## config.mk

```make
export PLATFORM = sky130hd
export DESIGN_NAME = seven_seg_scanner
export DESIGN_NICKNAME = d
export VERILOG_FILES = /design/src/rtl/seven_seg_pkg.sv /design/src/rtl/seg_decoder.sv /design/src/rtl/seven_seg_scanner.sv
export SDC_FILE = /design/constraint.sdc
export NUM_CORES = 1
export LEC_CHECK = 0
export CAP_MARGIN = 15
export CORE_UTILIZATION = 45
export DETAILED_ROUTE_END_ITERATION = 10
export GPL_ROUTABILITY_DRIVEN = 0
export PLACE_DENSITY = 0.7
export RECOVER_POWER = 25
export SETUP_SLACK_MARGIN = 0.02
export SLEW_MARGIN = 30
export SYNTH_ARGS = -nofsm -noshare
export SYNTH_HDL_FRONTEND = slang
export SYNTH_SLANG_ARGS = --single-unit
```

## constraint.sdc

```tcl
create_clock -name clk -period 5.6 [get_ports clk]
set_clock_uncertainty 0.2 [all_clocks]
set_input_delay 1.68 -clock clk [delete_from_list [all_inputs] [get_ports clk]]
set_output_delay 1.68 -clock clk [all_outputs]
set_load 0.01 [all_outputs]
```

## src/rtl/seven_seg_pkg.sv

```systemverilog
// Shared segment definitions for the multiplexed seven-segment scanner.
// Cathodes are active-low; bit order is ca[0]=a through ca[6]=g.
package seven_seg_pkg;

   typedef enum logic [2:0] {
      SEG_A = 3'd0,
      SEG_B = 3'd1,
      SEG_C = 3'd2,
      SEG_D = 3'd3,
      SEG_E = 3'd4,
      SEG_F = 3'd5,
      SEG_G = 3'd6
   } seg_e;

   localparam logic [6:0] SEG_OFF = 7'h7F;

   // Hex glyphs 0..F with lowercase b and d, active-low {g,f,e,d,c,b,a}.
   localparam logic [6:0] HEX_SEG [16] = '{
      7'h40, 7'h79, 7'h24, 7'h30,
      7'h19, 7'h12, 7'h02, 7'h78,
      7'h00, 7'h10, 7'h08, 7'h03,
      7'h46, 7'h21, 7'h06, 7'h0E
   };

endpackage

```

## src/rtl/seg_decoder.sv

```systemverilog
// Combinational 4-bit hex value to active-low seven-segment cathode pattern.
module seg_decoder
   import seven_seg_pkg::*;
(
   input  logic [3:0] value,
   output logic [6:0] ca
);

   assign ca = HEX_SEG[value];

endmodule

```

## src/rtl/seven_seg_scanner.sv

```systemverilog
// Multiplexed NUM_DIGITS-digit hex display driver with blanking, blinking,
// leading-zero suppression, 16-level PWM brightness and an anti-ghost gap.
module seven_seg_scanner
   import seven_seg_pkg::*;
#(
   parameter int NUM_DIGITS   = 4,
   parameter int CLK_HZ       = 100_000_000,
   parameter int SCAN_HZ      = 1000,
   parameter int BLINK_FRAMES = 256
) (
   input  logic                      clk,
   input  logic                      clr,
   input  logic [4*NUM_DIGITS-1:0]   digits,
   input  logic [NUM_DIGITS-1:0]     dp_in,
   input  logic [NUM_DIGITS-1:0]     blank,
   input  logic [NUM_DIGITS-1:0]     blink,
   input  logic                      lz_en,
   input  logic [3:0]                bright,
   output logic [NUM_DIGITS-1:0]     an,
   output logic [6:0]                ca,
   output logic                      dp,
   output logic                      frame_tick
);

   localparam int DIV   = CLK_HZ / (SCAN_HZ * 16);
   localparam int PRE_W = (DIV > 1) ? $clog2(DIV) : 1;
   localparam int IDX_W = (NUM_DIGITS > 1) ? $clog2(NUM_DIGITS) : 1;
   localparam int BLK_W = (BLINK_FRAMES > 1) ? $clog2(BLINK_FRAMES) : 1;

   localparam logic [PRE_W-1:0] PRE_LAST = PRE_W'(DIV - 1);
   localparam logic [IDX_W-1:0] IDX_LAST = IDX_W'(NUM_DIGITS - 1);
   localparam logic [BLK_W-1:0] BLK_LAST = BLK_W'(BLINK_FRAMES - 1);

   if (DIV < 1) begin : g_bad_div
      $error("seven_seg_scanner: CLK_HZ/(SCAN_HZ*16) must be at least 1");
   end
   if (NUM_DIGITS < 2 || NUM_DIGITS > 8) begin : g_bad_digits
      $error("seven_seg_scanner: NUM_DIGITS must be in 2..8");
   end
   if (BLINK_FRAMES < 1) begin : g_bad_blink
      $error("seven_seg_scanner: BLINK_FRAMES must be at least 1");
   end

   // Current state
   logic [PRE_W-1:0]      pre_cnt;
   logic [3:0]            pwm_cnt;
   logic [IDX_W-1:0]      idx;
   logic [BLK_W-1:0]      blink_cnt;
   logic                  blink_phase;
   logic [3:0]            slot_val;
   logic                  slot_dp;
   logic                  slot_vis;

   // Next state
   logic                  tick;
   logic                  slot_end;
   logic                  wrap;
   logic [PRE_W-1:0]      pre_n;
   logic [3:0]            pwm_n;
   logic [IDX_W-1:0]      idx_n;
   logic [BLK_W-1:0]      blink_cnt_n;
   logic                  blink_phase_n;
   logic [3:0]            val_n;
   logic                  dp_bit_n;
   logic                  vis_n;
   logic                  lit_n;
   logic [6:0]            seg_n;
   logic [NUM_DIGITS-1:0] upper_zero;

   // upper_zero[i]: digits i..NUM_DIGITS-1 are all zero.
   always_comb begin
      for (int i = 0; i < NUM_DIGITS; i++) begin
         upper_zero[i] = ((digits >> (4 * i)) == '0);
      end
   end

   always_comb begin
      // NOTE: every signal gets a default before any branch, so no path
      // leaves a combinational output unassigned and no latch is inferred.
      tick          = (pre_cnt == PRE_LAST);
      slot_end      = tick && (pwm_cnt == 4'hF);
      wrap          = slot_end && (idx == IDX_LAST);
      pre_n         = tick ? '0 : pre_cnt + 1'b1;
      pwm_n         = tick ? pwm_cnt + 4'd1 : pwm_cnt;
      idx_n         = idx;
      blink_cnt_n   = blink_cnt;
      blink_phase_n = blink_phase;
      val_n         = slot_val;
      dp_bit_n      = slot_dp;
      vis_n         = slot_vis;

      if (slot_end) begin
         idx_n = wrap ? '0 : idx + 1'b1;
      end

      if (wrap) begin
         if (blink_cnt == BLK_LAST) begin
            blink_cnt_n   = '0;
            blink_phase_n = ~blink_phase;
         end else begin
            blink_cnt_n = blink_cnt + 1'b1;
         end
      end

      // The new slot sees the blink phase that is valid for its own frame.
      if (slot_end) begin
         val_n    = digits[4*idx_n +: 4];
         dp_bit_n = dp_in[idx_n];
         vis_n    = ~blank[idx_n]
                  & ~(blink[idx_n] & blink_phase_n)
                  & ~(lz_en & (idx_n != '0) & upper_zero[idx_n]);
      end

      // pwm 15 can never satisfy pwm < bright, giving the anti-ghost gap.
      lit_n = vis_n && (pwm_n < bright);
   end

   seg_decoder u_seg_decoder (
      .value (val_n),
      .ca    (seg_n)
   );

   always_ff @(posedge clk or negedge clr) begin
      if (!clr) begin
         pre_cnt     <= '0;
         pwm_cnt     <= '0;
         idx         <= '0;
         blink_cnt   <= '0;
         blink_phase <= 1'b0;
         // NOTE: the slot registers are plain flops, not a memory, so they
         // are reset; visible = 0 keeps the first slot dark until captured.
         slot_val    <= '0;
         slot_dp     <= 1'b0;
         slot_vis    <= 1'b0;
         an          <= '1;
         ca          <= SEG_OFF;
         dp          <= 1'b1;
         frame_tick  <= 1'b0;
      end else begin
         // NOTE: non-blocking assignments so every register sees the values
         // from before this edge, independent of statement order.
         pre_cnt     <= pre_n;
         pwm_cnt     <= pwm_n;
         idx         <= idx_n;
         blink_cnt   <= blink_cnt_n;
         blink_phase <= blink_phase_n;
         slot_val    <= val_n;
         slot_dp     <= dp_bit_n;
         slot_vis    <= vis_n;
         frame_tick  <= wrap;
         // Pins only move on ticks, so bright is sampled once per tick.
         if (tick) begin
            an <= lit_n ? ~(NUM_DIGITS'(1) << idx_n) : '1;
            ca <= lit_n ? seg_n : SEG_OFF;
            dp <= lit_n ? ~dp_bit_n : 1'b1;
         end
      end
   end

endmodule
```

# Word-level counts from Yosys, hierarchy flattened
# Memories as Yosys holds them, arrays and structs flattened.
# Index checks and enable logic that the tools add are counted.
word_totals:
  latchBits: 0
  output_inout_bits: 13
  inputBits: 35
  ram_bits: 0
  regBits: 47
  rom_bits: 112
  elab_cells: 69
  n_memories: 1
mem_list:
  columns: ["memory", "depth", "width", "rd", "rd_ports_with_merged_regs", "wr", "line", "text"]
  rows:
  - ["(no name shown)", 16, 7, 1, 0, 0, "seg_decoder.sv:9", "assign ca = HEX_SEG[value];"]
classes:
  n_eq_ne: 4
  reduce_logical: 8
  n_mul: 0
  order_cmp: 3
  bitwise_logic: 12
  n_shift: 2
  n_mux: 23
  n_div: 0
  n_addsub: 4
ops:
  columns: ["op", "count"]
  rows:
  - ["16-bit logical NOT", 4]
  - ["7-bit two-way mux", 3]
  - ["16-bit by 5-bit variable part select with 4-bit output", 1]
  - ["13-bit by 1-bit adder with 13-bit output, second input constant", 1]
  - ["13-bit == test, second input constant", 1]
  - ["13-bit two-way mux", 1]
  - ["4-bit two-way mux", 3]
  - ["1-bit two-way mux", 9]
  - ["8-bit by 1-bit adder with 8-bit output, second input constant", 1]
  - ["1-bit binary-select mux with 2-bit select", 4]
  - ["8-bit == test, second input constant", 1]
  - ["8-bit two-way mux", 1]
  - ["1-bit bitwise AND", 5]
  - ["5-bit >= comparator, second input constant", 1]
  - ["1-bit NOT", 5]
  - ["4-bit NOT with 5-bit output", 1]
  - ["4-bit by 1-bit adder with 4-bit output, second input constant", 1]
  - ["4-bit == test, second input constant", 1]
  - ["4-bit less-than comparator", 1]
  - ["2-bit two-way mux", 2]
  - ["4-bit NOT", 1]
  - ["1-bit by 2-bit << shifter with 4-bit output, first input constant", 1]
  - ["1-bit logical AND", 3]
  - ["2-bit by 3-bit less-than comparator with 1-bit output, second input constant", 1]
  - ["3 further kinds", 3]

# Depth between registers and ports, before layout
logic_depth:
  depth_word: 14
  depth_mapped: 13
  ltp_nobuf: 12

# Cells and area by module
# Synthesis repeated with hierarchy kept, for this count alone.
unflattened:
  hier_cells: 271
  area_unflattened_um2: 2736.4
modules_own_cells:
  columns: ["module", "area_per_inst_um2", "cells_per_inst", "seq_area_each_um2", "instances"]
  rows:
  - ["seven_seg_scanner", 2479.9, 235, 1191.1, 1]
  - ["seg_decoder", 256.5, 36, 0.0, 1]

# Least setup slack after synthesis
# Ideal clock, no wire load.
synth_path:
  path_type: "input-to-reg"
  start: "input digits[13]"
  end: "register ca[0]"
  t_arrival_ns: 3.277
  n_path_buf: 0
  setup_slack_ns: 2.027
  stages: 7
  setup_ns: 0.096
  cell_sequence: "mux4_2 > mux2i_1 > inv_1 > ha_1 > o221a_2 > o32ai_1 > a21oi_1"
synth_between:
  word_cells_on_any_way: 18
synth_rtl:
  columns: ["element", "line", "text"]
  rows:
  - ["from (decl)", "seven_seg_scanner.sv:13", "input logic [4*NUM_DIGITS-1:0] digits,"]
  - ["16-bit by 5-bit variable part select with 4-bit output", "seven_seg_scanner.sv:107", "val_n = digits[4*idx_n +: 4];"]
  - ["4-bit two-way mux", "seven_seg_scanner.sv:106", "if (slot_end) begin"]
  - ["named net u_seg_decoder.value[1]", "seg_decoder.sv:5", "input logic [3:0] value,"]
  - ["4-bit NOT with 5-bit output (implied by the code)", "seg_decoder.sv:9", null]
  - ["memory read 16 x 7 bit", null, null]
  - ["7-bit two-way mux (implied by the code) (2 in series)", "seg_decoder.sv:9", null]
  - ["7-bit two-way mux", "seven_seg_scanner.sv:154", "ca <= lit_n ? seg_n : SEG_OFF;"]
  - ["to (signal assigned)", "seven_seg_scanner.sv:154", null]
  - ["to (decl)", "seven_seg_scanner.sv:20", "output logic [6:0] ca,"]
# The timed path passes the listed nets, and every way through them passes these cells. The select of a mux whose other input is x is not followed.
# A chain may end at the register's enable or synchronous reset.

# Worst setup path in the final report
# Ends and elaborated chain as after synthesis.

==> impl_metrics.py <==
metrics = {
    "outcome": {
        "outcome": "finished, violations left",
        "violations": "max-capacitance violations, max-slew violations",
    },
    "logic_synthesis": {
        "synthesis.area_sq_um": 2800,
        "ys_types": 53,
        "syn_avg_cell_area_sq_um": 9.93,
        "synthCells": 282,
        "async_flop_share_pct": 100,
        "ys_ff_latch": 47,
        "yosys_warnings": 0,
        "synth_fp_nets": 332,
        "yosys_most_used_dff": "dfrtp_1",
        "synth-edff-count": 0,
        "synth_seq_area_share_pct": 42.5,
    },
    "clocking": {
        "clock-root-buffer": "clkbuf_8",
        "htree_levels": 2,
        "cts_hold_buf": 0,
        "clockBufferDepth": 2,
        "cts_repair_resize_count": 0,
        "insertion_delay_ps": 310,
        "cts_sinks": 47,
        "clk_pin_slew_ps": 100,
        "tritoncts": "done",
        "numCtsBuffers": 5,
        "post_cts_buffers": 0,
    },
    "critical_path": {
        "required_ps": 5630,
        "arrival_ps": 4010,
        "cp_slowest_cell": "mux4_2",
        "critical_path_class": "in2reg",
        "endpoint_kind": "flop",
        "start_kind": "primary input",
        "crit_path_cell_trace": "clkdlybuf4s50_1, mux4_2, mux2i_1, inv_1, ha_1, o221a_2, o32ai_1, a21oi_1",
        "max_stage_delay_ps": 510,
        "critPathMaxFanout": 5,
    },
    "floorplanning": {
        "dieArea_sq_um": 6540,
        "die_w_um": 80.9,
        "initial_utilization_pct": 47.0,
        "core-area_sq_um": 5960,
        "num_rows": 28,
        "ios": 48,
        "fp.dieH_um": 80.9,
    },
    "sta": {
        "rsz0062_at_grt": "false",
        "drv_slew": 48,
        "fmax_ghz": 0.251,
        "finalSetupViolCount": 0,
        "timing.final.crit_share_pct": 71.2,
        "worst_pin_slew_ps": 2510,
        "setup_ws_ps": 1610,
        "fin_crit_ps": 3990,
        "tns_ps": 0,
        "maxSlewHeadroom_pct": -67.2,
        "hold_viol": 0,
    },
    "drt": {
        "viasPerCell": 5.61,
        "dr.pass1.iters": 5,
        "drt-initial-drc-count": 107,
        "routedWlPerCell_um": 16.2,
        "vias": 2255,
        "route.detailed.drc": 0,
        "drtAntennaViolNets": 0,
        "wl_mm": 6.53,
    },
    "min_path": {
        "hold_class": "reg2reg",
    },
    "layout": {
        "final_cells": 402,
        "final_nets": 376,
        "drive_gt1_share_pct": 12.5,
        "syn_to_final_growth_pct": 22.8,
        "n_antenna_cell": 0,
    },
    "global_route": {
        "antenna_found_initial": 0,
        "grt_overflow": 0,
        "grt_pass1_vias": 2172,
        "grt_max_degree": 48,
        "grt_pass1_wl_mm": 10.5,
        "track_usage_pct": 21.2,
    },
    "placed_design": {
        "io_buffers": 47,
        "dpl.cell_count": 394,
        "place_ws_ps": 1320,
        "dpl.hpwl_mm": 4.59,
    },
    "pwr": {
        "cellPowerDensity_nw_per_um2": 194,
        "peakVddDrop_mv": 0.141,
        "p_leak_nw": 1.45,
    },
    "job": {
        "drv_cap": 1,
    },
}
==> layer usage <==
| metal | share of wire, % | global-route usage, % | wire, um | up-vias |
|---|---|---|---|---|
| met3 | 4.9 | 3.93 | 322 | 12 |
| met2 | 46 | 34.5 | 3010 | 56 |
| met1 | 47 | 28.2 | 3080 | 1079 |
| met4 | 1.8 | 7.50 | 117 | 0 |
| met5 | 0 | 0 | 0 | - |
| li1 | - | - | - | 1108 |
==> placed cells by master (no fill, tap or decap), drive strengths merged, types with 3 or more instances in the layout <==
cell            n
o211ai          6
xnor2          12
nor2           31
ha             15
and3            6
or4             3
nand2          23
clkdlybuf4s50  46
xor2            8
dfrtp          35
clkbuf          6
o22a            3
mux2            5
nor4            8
dfstp          12
mux4            5
inv            10
a31oi           3
nand4           4
nand3          12
nor3           11
mux2i           4
a21oi          14
o21ai           9
==> Yosys cell counts (2+ instances only) <==
cell / number / area (sq um)
a21oi_1: 14 / 70.1
nor3_1: 11 / 55.1
or2_2: 2 / 12.5
a31oi_1: 3 / 18.8
xnor2_1: 12 / 105
nand3b_1: 2 / 15.0
nand4_1: 4 / 25.0
nor2_1: 31 / 116
nand3_1: 12 / 60.1
dfrtp_1: 35 / 876
nand4bb_1: 2 / 22.5
or3_1: 2 / 12.5
inv_1: 10 / 37.5
o21ai_0: 9 / 45.0
nor4_1: 7 / 43.8
mux4_2: 5 / 113
clkbuf_1: 10 / 37.5
mux2i_1: 4 / 40.0
and3_1: 6 / 37.5
o21a_1: 2 / 15.0
nor3b_1: 2 / 15.0
mux2_2: 4 / 45.0
o22a_1: 3 / 26.3
ha_1: 15 / 188
o211ai_1: 6 / 45.0
nand2_1: 23 / 86.3
or4_4: 2 / 22.5
dfstp_2: 12 / 315
xor2_1: 8 / 70.1
==> kinds of logic (layout without fill, tap and decap cells) <==
family                     after synthesis  count (layout)  share of synthesized area, %
and+or+nand+nor                        113             113                          21.1
xor gates and xnor gates                20              20                          6.26
muxes                                   14              14                          7.60
adders and majority gates               15              15                          6.70
buffers and inverters                   22              67                          3.26
DFF                                     47              47                          42.5
AOI/OAI and AO/OA                       51              51                          12.6
==> state kept, by name (all words and copies together) (netlist names) <==
signal,count
pre_cnt,13
blink_cnt,8
ca,7
an,4
pwm_cnt,4
slot_val,4
idx,2
blink_phase,1
dp,1
frame_tick,1
slot_dp,1
slot_vis,1
==> cell type report <==
class | count | area, sq um
Fill cell | 536 | 2520
Clock inverter | 3 | 43.8
Multi-Input combinational cell | 213 | 1520
Inverter | 10 | 37.5
Clock buffer | 5 | 68.8
Tap cell | 75 | 93.8
Sequential cell | 47 | 1190
Timing Repair Buffer | 49 | 479
==> through the flow <==
step | total power [W] | utilization [%] | cell area (sq um) | hold WS, ps
2_1_floorplan | 0.000374 | - | 2800 | 242
3_3_place_gp | 0.000416 | 55.9 | 3330 | 260
3_5_place_dp | 0.000416 | 56.0 | 3330 | 264
4_1_cts | 0.000672 | 57.9 | 3450 | 281
5_1_grt | 0.000691 | 57.7 | 3440 | 308
6_report | 0.000668 | 57.7 | 3440 | 275
==> worst max-delay path, delay by kind of cell <==
kind	cells	cell delay, ps
mux	2	920
buf+inv	2	620
fa+ha+maj	1	270
compound gates	3	530
==> power breakdown <==
group	switching (W)	internal [W]
clock	0.000125	0.000133
combinational	0.0000249	0.0000356
sequential	0.00000286	0.000346
==> path summary, 6_finish.rpt <==
kind,start,to,slack (ps),depth (start not counted)
min reg2reg,blink_cnt[6],blink_cnt[6],270,1
min in group asynchronous,clr,pre_cnt[5],1940,1
max,digits[13],ca[0],1610,8
min,blink_cnt[6],blink_cnt[6],270,1
max in group asynchronous,clr,pre_cnt[0],1840,1
max reg2reg,pre_cnt[8],ca[6],1860,10
Note: power is estimated with default switching activity, not from simulation.
